--- config.mk ---
export PLATFORM = sky130hd
export DESIGN_NAME = m1_fetch_sequencer
export DESIGN_NICKNAME = d
export VERILOG_FILES = /design/src/rtl/m1_pkg.sv /design/src/rtl/m1_refresh_counter.sv /design/src/rtl/m1_fetch_sequencer.sv
export SDC_FILE = /design/constraint.sdc
export NUM_CORES = 1
export LEC_CHECK = 0
export ABC_AREA = 0
export BUFFER_PORTS_ARGS = -buffer_cell sky130_fd_sc_hd__clkbuf_2
export CAP_MARGIN = 20
export CORE_ASPECT_RATIO = 2
export CORE_MARGIN = 5
export CORE_UTILIZATION = 47
export CTS_CLUSTER_DIAMETER = 200
export DETAILED_ROUTE_END_ITERATION = 12
export PLACE_DENSITY = 0.79
export SLEW_MARGIN = 20
export SYNTH_ARGS = -nofsm -noshare
export SYNTH_HDL_FRONTEND = slang
export SYNTH_SLANG_ARGS = --single-unit
--- constraint.sdc ---
create_clock -name CLK -period 2.2 [get_ports CLK]
set_input_delay 0.11 -clock CLK [delete_from_list [all_inputs] [get_ports CLK]]
set_output_delay 0.11 -clock CLK [all_outputs]
set_load 0.005 [all_outputs]
--- src/rtl/m1_pkg.sv ---
// Shared types for the M1 opcode-fetch sequencer: one-hot machine-cycle states
// and the bus-strobe pattern each state drives.
package m1_pkg;

  typedef enum logic [6:0] {
    RST  = 7'b000_0001,
    T1   = 7'b000_0010,
    T2   = 7'b000_0100,
    TW   = 7'b000_1000,
    T3   = 7'b001_0000,
    T4   = 7'b010_0000,
    HOLD = 7'b100_0000
  } m1_state_t;

  typedef struct packed {
    logic m1_n;
    logic mreq_n;
    logic rd_n;
    logic rfsh_n;
  } m1_strobes_t;

  localparam m1_strobes_t STB_IDLE    = '{m1_n: 1'b1, mreq_n: 1'b1, rd_n: 1'b1, rfsh_n: 1'b1};
  localparam m1_strobes_t STB_FETCH   = '{m1_n: 1'b0, mreq_n: 1'b0, rd_n: 1'b0, rfsh_n: 1'b1};
  localparam m1_strobes_t STB_REFRESH = '{m1_n: 1'b1, mreq_n: 1'b1, rd_n: 1'b1, rfsh_n: 1'b0};

  function automatic m1_strobes_t strobes_for(input m1_state_t s);
    m1_strobes_t stb;
    stb = STB_IDLE;
    case (s)
      T1, T2, TW: stb = STB_FETCH;
      T3, T4:     stb = STB_REFRESH;
      default:    stb = STB_IDLE;
    endcase
    return stb;
  endfunction

endpackage

--- src/rtl/m1_refresh_counter.sv ---
// Refresh register R: the low R_WIDTH bits count once per completed M1 and
// wrap; the bits above them are never touched by refresh.
module m1_refresh_counter
  import m1_pkg::*;
#(
  parameter int R_WIDTH = 7
) (
  input  logic       clk,
  input  logic       rst_n,
  input  logic       inc,
  output logic [7:0] r_reg
);

  localparam logic [R_WIDTH-1:0] R_STEP = {{(R_WIDTH-1){1'b0}}, 1'b1};

  always_ff @(posedge clk or negedge rst_n) begin
    if (!rst_n) begin
      r_reg <= '0;
    end else if (inc) begin
      r_reg <= {r_reg[7:R_WIDTH], r_reg[R_WIDTH-1:0] + R_STEP};
    end
  end

endmodule

--- src/rtl/m1_fetch_sequencer.sv ---
// M1 opcode-fetch sequencer: runs T1/T2/Tw*/T3/T4, latches the opcode for the
// decoder tree and applies the decoder's T4 return strobes. All outputs are registered.
module m1_fetch_sequencer
  import m1_pkg::*;
#(
  parameter logic [15:0] RST_VEC = 16'h0000,
  parameter int          R_WIDTH = 7
) (
  input  logic        CLK,
  input  logic        notRESET,
  input  logic        notWAIT,
  input  logic [7:0]  D,
  input  logic [15:0] PC,
  input  logic [7:0]  I_Reg,
  input  logic        Start_M1,
  input  logic        P2_Set_CM1,
  input  logic        Pa_Ophd,
  input  logic        PR_Ex_AF_AF,
  output logic [15:0] A,
  output logic        notM1,
  output logic        notMREQ,
  output logic        notRD,
  output logic        notRFSH,
  output logic [7:0]  Source,
  output logic [7:0]  notSource,
  output logic        enable,
  output logic        PC_Inc,
  output logic        PC_Load,
  output logic [15:0] PC_Val,
  output logic        AF_Bank,
  output logic [7:0]  R_Reg,
  output logic        Handoff
);

  m1_state_t   state, next_state;
  m1_strobes_t strobes_q, strobes_d;
  logic [15:0] a_d;
  logic [7:0]  source_d;
  logic        enable_d, pc_inc_d, pc_load_d, handoff_d, af_bank_d;
  logic        fetch_done, m1_done;

  assign fetch_done = ((state == T2) || (state == TW)) && notWAIT;
  assign m1_done    = (state == T4);

  // NOTE: sequential state uses non-blocking (<=) so every flop samples pre-edge values.
  always_ff @(posedge CLK or negedge notRESET) begin
    if (!notRESET) state <= RST;
    else           state <= next_state;
  end

  // NOTE: every always_comb output gets a default first so no path can infer a latch.
  always_comb begin
    next_state = state;
    unique case (state)
      RST:     next_state = T1;
      T1:      next_state = T2;
      T2, TW:  next_state = notWAIT ? T3 : TW;
      T3:      next_state = T4;
      T4:      next_state = P2_Set_CM1 ? T1 : HOLD;
      HOLD:    next_state = Start_M1 ? T1 : HOLD;
      default: next_state = RST;
    endcase
  end

  // Outputs are computed for the state being entered, then registered on the same edge.
  always_comb begin
    strobes_d = strobes_for(next_state);
    enable_d  = (next_state == T3) || (next_state == T4);

    a_d = A;
    if ((next_state == T1) || (next_state == HOLD)) a_d = PC;
    else if ((next_state == T3) || (next_state == T4)) a_d = {I_Reg, R_Reg};

    source_d = Source;
    if (fetch_done)                source_d = D;
    else if (m1_done && !Pa_Ophd)  source_d = 8'h00;

    pc_inc_d  = fetch_done;
    pc_load_d = (state == RST);
    handoff_d = m1_done && !P2_Set_CM1;
    // Sampling only on the T4 exit edge gives at most one bank swap per M1.
    af_bank_d = AF_Bank ^ (m1_done && PR_Ex_AF_AF);
  end

  always_ff @(posedge CLK or negedge notRESET) begin
    if (!notRESET) begin
      strobes_q <= STB_IDLE;
      A         <= '0;
      Source    <= 8'h00;
      notSource <= 8'hFF;
      enable    <= 1'b0;
      PC_Inc    <= 1'b0;
      PC_Load   <= 1'b0;
      Handoff   <= 1'b0;
      AF_Bank   <= 1'b0;
    end else begin
      strobes_q <= strobes_d;
      A         <= a_d;
      Source    <= source_d;
      notSource <= ~source_d;
      enable    <= enable_d;
      PC_Inc    <= pc_inc_d;
      PC_Load   <= pc_load_d;
      Handoff   <= handoff_d;
      AF_Bank   <= af_bank_d;
    end
  end

  assign notM1    = strobes_q.m1_n;
  assign notMREQ  = strobes_q.mreq_n;
  assign notRD    = strobes_q.rd_n;
  assign notRFSH  = strobes_q.rfsh_n;
  assign PC_Val   = RST_VEC;

  m1_refresh_counter #(
    .R_WIDTH (R_WIDTH)
  ) u_refresh (
    .clk   (CLK),
    .rst_n (notRESET),
    .inc   (m1_done),
    .r_reg (R_Reg)
  );

endmodule
**Yosys cells after proc, flatten, opt, wreduce, memory -nomap -nowiden**

Index checks and enable logic that the tools add are counted.

- Register bits: 55
- Input port bits: 39
- Output and inout bits: 65
- Word-level logic and storage cells: 52

- Add/sub/neg operators: 1
- Equality and inequality tests: 13
- Multiplexer cells: 9
- Bitwise operators: 2
- Reduce and logical (&&, ||, !) cells: 13

Operators with widths:

| kind | number |
|---|---|
| 7-bit one-hot mux with 6 select lines | 1 |
| 16-bit two-way mux | 2 |
| 8-bit two-way mux | 2 |
| 7-bit by 2-bit == test with 1-bit output (second input constant) | 2 |
| 7-bit by 3-bit == test with 1-bit output (second input constant) | 2 |
| 7-bit by 4-bit == test with 1-bit output (second input constant) | 2 |
| 7-bit by 5-bit == test with 1-bit output (second input constant) | 2 |
| 7-bit by 6-bit == test with 1-bit output (second input constant) | 2 |
| 7-bit == test (second input constant) | 2 |
| 7-bit two-way mux | 2 |
| 8-bit NOT | 1 |
| 4-bit one-hot mux with 2 select lines | 1 |
| 7-bit by 1-bit adder with 7-bit output (second input constant) | 1 |
| 7-bit by 1-bit == test with 1-bit output (second input constant) | 1 |
| 5-bit two-way mux | 1 |
| 1-bit logical AND | 4 |
| 2-bit OR reduction | 2 |
| 1-bit logical OR | 3 |
| 3-bit OR reduction | 1 |
| 1-bit zero test | 2 |
| 2-bit nonzero test | 1 |
| 1-bit XOR | 1 |

**Longest topological paths before layout**

- Depth after elaboration: 7
- Depth in mapped cells: 6
- Gate-level depth less buffers: 5

**Modules after synthesis**

Synthesis repeated with hierarchy kept, for this count alone.

- Cell total of the unflattened synthesis: 245
- Area, all modules: 2585.0 um^2

Modules (own cells, without submodules):

| module | times used | cells an instance | area an instance (um^2) | sequential area each (um^2) |
|---|---|---|---|---|
| m1_fetch_sequencer | 1 | 221 | 2290.9 | 1164.9 |
| m1_refresh_counter | 1 | 24 | 294.0 | 175.2 |

**Least setup slack after synthesis**

OpenSTA, ideal clock, no wires.

- Kind: register to register
- Start: reg state[0]
- End: reg A[0]
- Library setup time: 0.126 ns
- Arrival time: 1.625 ns
- Data required time: 2.074 ns
- Setup slack: 0.449 ns
- Stages on the path, launching flop included: 7
- Path buffers: 2
- Period minus slack after synthesis: 1.751 ns
- Cells stage by stage: dfstp_2 -> xor2_1 -> and3_4 -> buf_6 -> or2_0 -> buf_6 -> a221o_1

- Word-level cells in the longest chain between the ends: 6
- Elaborated cells between the ends (all ways): 17
- Those cells by class: eq/ne (11); mux (2); reduce/logical (4)

RTL lines:

| item | line | RTL |
|---|---|---|
| from (decl) | m1_fetch_sequencer.sv:35 | `m1_state_t state, next_state;` |
| from (signal assigned) | m1_fetch_sequencer.sv:48 | `else state <= next_state;` |
| 7-bit by 3-bit == test with 1-bit output / 7-bit by 4-bit == test with 1-bit output (equally long branches) | m1_fetch_sequencer.sv:54 | `unique case (state)` |
| 2-bit OR reduction | m1_fetch_sequencer.sv:54 |  |
| 7-bit one-hot mux with 6 select lines * | m1_fetch_sequencer.sv:54 |  |
| 7-bit by 2-bit == test with 1-bit output, or another cell as far along | m1_fetch_sequencer.sv:71 | `if ((next_state == T1) \|\| (next_state == HOLD)) a_d = PC;` |
| 1-bit logical OR (on tied branches) | m1_fetch_sequencer.sv:71, m1_fetch_sequencer.sv:72 |  |
| 16-bit two-way mux / 2-bit nonzero test (equally long branches) | - |  |
| to (signal assigned) | m1_fetch_sequencer.sv:88 | `A <= '0;` |
| to (signal assigned) | m1_fetch_sequencer.sv:98 | `A <= a_d;` |
| to (decl) | m1_fetch_sequencer.sv:19 | `output logic [15:0] A,` |

Mark *: on every way between the ends. The rest lies on a longest branch, timed or not.
A chain may end at the register's enable or synchronous reset.

**Worst setup path in the final report**

- Start: reg state[2]
- End: reg A[3]

The elaborated chain is that of the path after synthesis.

==> metrics.log <==
[metrics] number of flip-flops in the largest register: 16
[metrics] final total power: 3.59 mW
[metrics] Max Transition Viols Final: 0
[metrics] share of layout cells above drive strength 1: 0.402
[metrics] area of all placed cells without fillers: between 2000 and 3000 µm²
[metrics] final setup violating endpoints: 0
[metrics] number of enable-type register cells in the synthesized netlist: 0
[metrics] Wirelength per Cell: 15.7 µm
[metrics] Tightest Pin Transition: between 0.5 and 0.6 ns
[metrics] portion of the post-synthesis area used by sequential elements: 0.551
[metrics] initial antenna violation count: 0
[metrics] Critical Path Sink Type: flip-flop
[metrics] Yosys warnings: 0
[metrics] GRT overflow: 0
[metrics] hold wc startpoint: D[1]
[metrics] launch instance of the worst register-to-register path: state[2]
[metrics] Placer Congestion: between 0.8 and 0.9
[metrics] per-instance average area after synthesis: 11.4 µm²
[metrics] Max clock buf depth: 2
[metrics] clock root buffer: sky130_fd_sc_hd__clkbuf_8
[metrics] result of the run: finished clean
[metrics] accumulated negative setup slack: 0 ns
[metrics] clock skew after layout: between 0.003 and 0.004 ns
[metrics] ratio of routed vias to standard cells: 5.28
[metrics] peak supply drop: 0.933 mV
[metrics] Net Sw Power: roughly 1.2 mW
[metrics] post-synthesis cell type count: 39
[metrics] area added between synthesis and finish: 23.0%
[metrics] GRT Resource Usage Total: 0.177
[metrics] TritonCTS clock tree: built
[metrics] part of the total power dissipated in the clock network: 0.177
[metrics] sort of element at the start of the critical path: flip-flop
[metrics] CP Class: flip-flop to flip-flop
[metrics] CP Data Required Time: about 2.5 ns
[metrics] dpl hpwl: ~4.5 mm
[metrics] final critical-path share of the clock period: 0.893
[metrics] post-cts repair resize count: 0
[metrics] Post-Syn Instances: 210
[metrics] drc violations: 0
[metrics] leakage power summed over all cells: approximately 1.5 nW
[metrics] total wirelength of the detailed-routed design: about 5.6 mm
[metrics] x dimension of the die: about 60 µm
[metrics] Cell Int Power: about 2.4 mW
[metrics] Most flops, register: A
[metrics] unrepaired setup endpoints after global routing: false
[metrics] Final Critical Period: 1.96 ns
[metrics] power per cell area: 1220 nW/µm²
[metrics] Worst Reg-to-Reg Cells: 4
[metrics] number of buffers added for setup after CTS: 0
[metrics] nets@finish: 340
[metrics] critical register-to-register path endpoint: A[3]
[metrics] FF-to-FF setup slack: 0.24 ns
[metrics] clk sink count: 52
[metrics] relative max-transition margin: 0.615
[metrics] flops & latches, synth: 52
[metrics] Cells on Worst Hold Path: 3
[metrics] share of flip-flops with an asynchronous set or reset: 1.00
[metrics] number of ports placed on the die boundary: between 100 and 150
[metrics] n_diodes: 0
[metrics] worst min-delay path category: input pin to flip-flop
[metrics] wire length of the first global-routing pass: about 9.0 mm
[metrics] leading registers by flop count: A (16), Source (8), notSource (8)
[metrics] data arrival time at the worst-slack endpoint: 2.21 ns
[metrics] upper clock frequency limit: around 0.51 GHz
[metrics] Core Box Area: between 4000 and 5000 µm²
[metrics] via total after detailed routing: approximately 1,900
[metrics] fraction of post-synthesis cell area in the top cell type by area: 0.430
[metrics] number of maximum-capacitance constraint violations: 0
[metrics] pin count of the biggest net entering global routing: 25
[metrics] count of H-tree levels built during CTS: 2
[metrics] post-synthesis cell type with the largest combined area: sky130_fd_sc_hd__dfrtp_1
[metrics] standard-cell rows: 36
[metrics] final-layout worst hold slack: around 0.024 ns
[metrics] initial detailed-routing violation count: 41
[metrics] logic gate share of total power: 0.376
[metrics] vias in the first global route: 1,986
[metrics] first-pass iteration count of the detailed router: 4
[metrics] Sw Share: 0.327
[metrics] Total Die Area: between 6000 and 7000 µm²
[metrics] input/output buffers: 86
[metrics] CTS clock-pin slew for the worst setup and hold paths: approximately 0.09 ns
[metrics] Final Hold Viols: 0
[metrics] leading cell types by total area after synthesis: sky130_fd_sc_hd__dfrtp_1 43%, sky130_fd_sc_hd__dfstp_2 12%, sky130_fd_sc_hd__buf_4 6.0%
[metrics] sequential share of power: 0.447
[metrics] post-detailed-route count of antenna-violating nets: 0
[metrics] hold worst-path end: notSource[1]
[metrics] total CTS buffers: 5
[metrics] starting density of the core: 0.486
[metrics] largest driver fanout on the critical path: 13
[metrics] Filler Cells Inserted: approximately 450
[metrics] worst skew pair latency: around 0.3 ns
[metrics] Hold Buf Count CTS: 3
[metrics] Cell Area, Synth: roughly 2400 µm²
[metrics] commonest register cell after synthesis: sky130_fd_sc_hd__dfrtp_1
[metrics] standard cell area after detailed placement: 2800 µm²
[metrics] die extent in y: approximately 110 µm
-- stage by stage --
step | util | std cells | setup WS, ns
floorplan | - | 226 | 0.449
global route | 0.598 | 358 | 0.0752
global placement | 0.570 | 347 | 0.287
detailed placement | 0.570 | 347 | 0.228
finish | 0.598 | 358 | 0.236
CTS | 0.598 | 358 | 0.203
-- power groups by stage --
stage,logic [mW],registers [mW],clock network (mW)
3_5_place_dp,1.38,1.63,0
6_report,1.35,1.61,0.636
4_1_cts,1.39,1.61,0.660
3_3_place_gp,1.33,1.62,0
2_1_floorplan,0.862,1.63,0
5_1_grt,1.49,1.65,0.701
-- critical path, cell delays in order, from the launching register on --
cell and delay (ns):
sky130_fd_sc_hd__dfrtp_1 0.44, sky130_fd_sc_hd__nor3_2 0.34, sky130_fd_sc_hd__and4b_2 0.47, sky130_fd_sc_hd__or2_0 0.44, sky130_fd_sc_hd__a221o_1 0.23
-- logic make-up after synthesis --
logic type	synth area share
other cells	0.00157
compound gates	0.184
xor+xnor	0.0330
simple gates	0.130
mux	0.00419
flops	0.551
buf+inv	0.0911
fa+ha+maj	0.00524
-- Yosys cell counts, drive strengths merged, types with 7 or more instances --
cell type / count
o21ai: 17
a21boi: 7
a2bb2oi: 8
nor2: 9
dfrtp: 41
o21a: 8
a311oi: 8
dfstp: 11
xnor2: 7
buf: 27
nand2: 25
a221o: 8
-- worst max path at each step --
stage	to	startpoint	depth (start not counted)	slack, ns
after global routing	A[1]	state[2]	4	0.08
after global placement	A[6]	state[2]	4	0.29
final	A[3]	state[2]	4	0.24
after detailed placement	A[3]	state[2]	4	0.23
after CTS	A[3]	state[3]	4	0.20
after floorplan	A[0]	state[0]	6	0.45
-- layout make-up --
cell class | instances | area [µm²] | share of cell area
clock inverter | 2 | 35.0 | 0.0119
timing repair buffer | 96 | 513 | 0.175
inverter | 4 | 15.0 | 0.00511
multi-input combinational | 141 | 916 | 0.312
tap | 57 | 71.3 | 0.0243
clock buffer | 6 | 72.6 | 0.0247
sequential | 52 | 1320 | 0.448
-- per-layer routing --
metal / vias to the layer above / global-route usage / part of all wire / wire, µm
met2: 76 / 0.311 / 0.56 / 3140
met3: 18 / 0.0513 / 0.078 / 436
li1: 897 / - / - / -
met1: 900 / 0.173 / 0.32 / 1820
met4: 0 / 0.0999 / 0.040 / 225
met5: - / 0 / 0 / 0
-- placed cells by master (no fill, tap or decap), drive strengths merged, types with 3 or more instances in the layout --
cell,count
dfrtp,41
o21a,8
a2bb2oi,8
dfstp,11
xnor2,7
nor2,9
a221o,8
inv,4
clkbuf,92
and3,5
buf,7
dlygate4sd3,3
a311oi,8
nand2,25
nor4,3
o21ai,17
a21boi,7
conb,17
(Power assumes the default switching activity.)
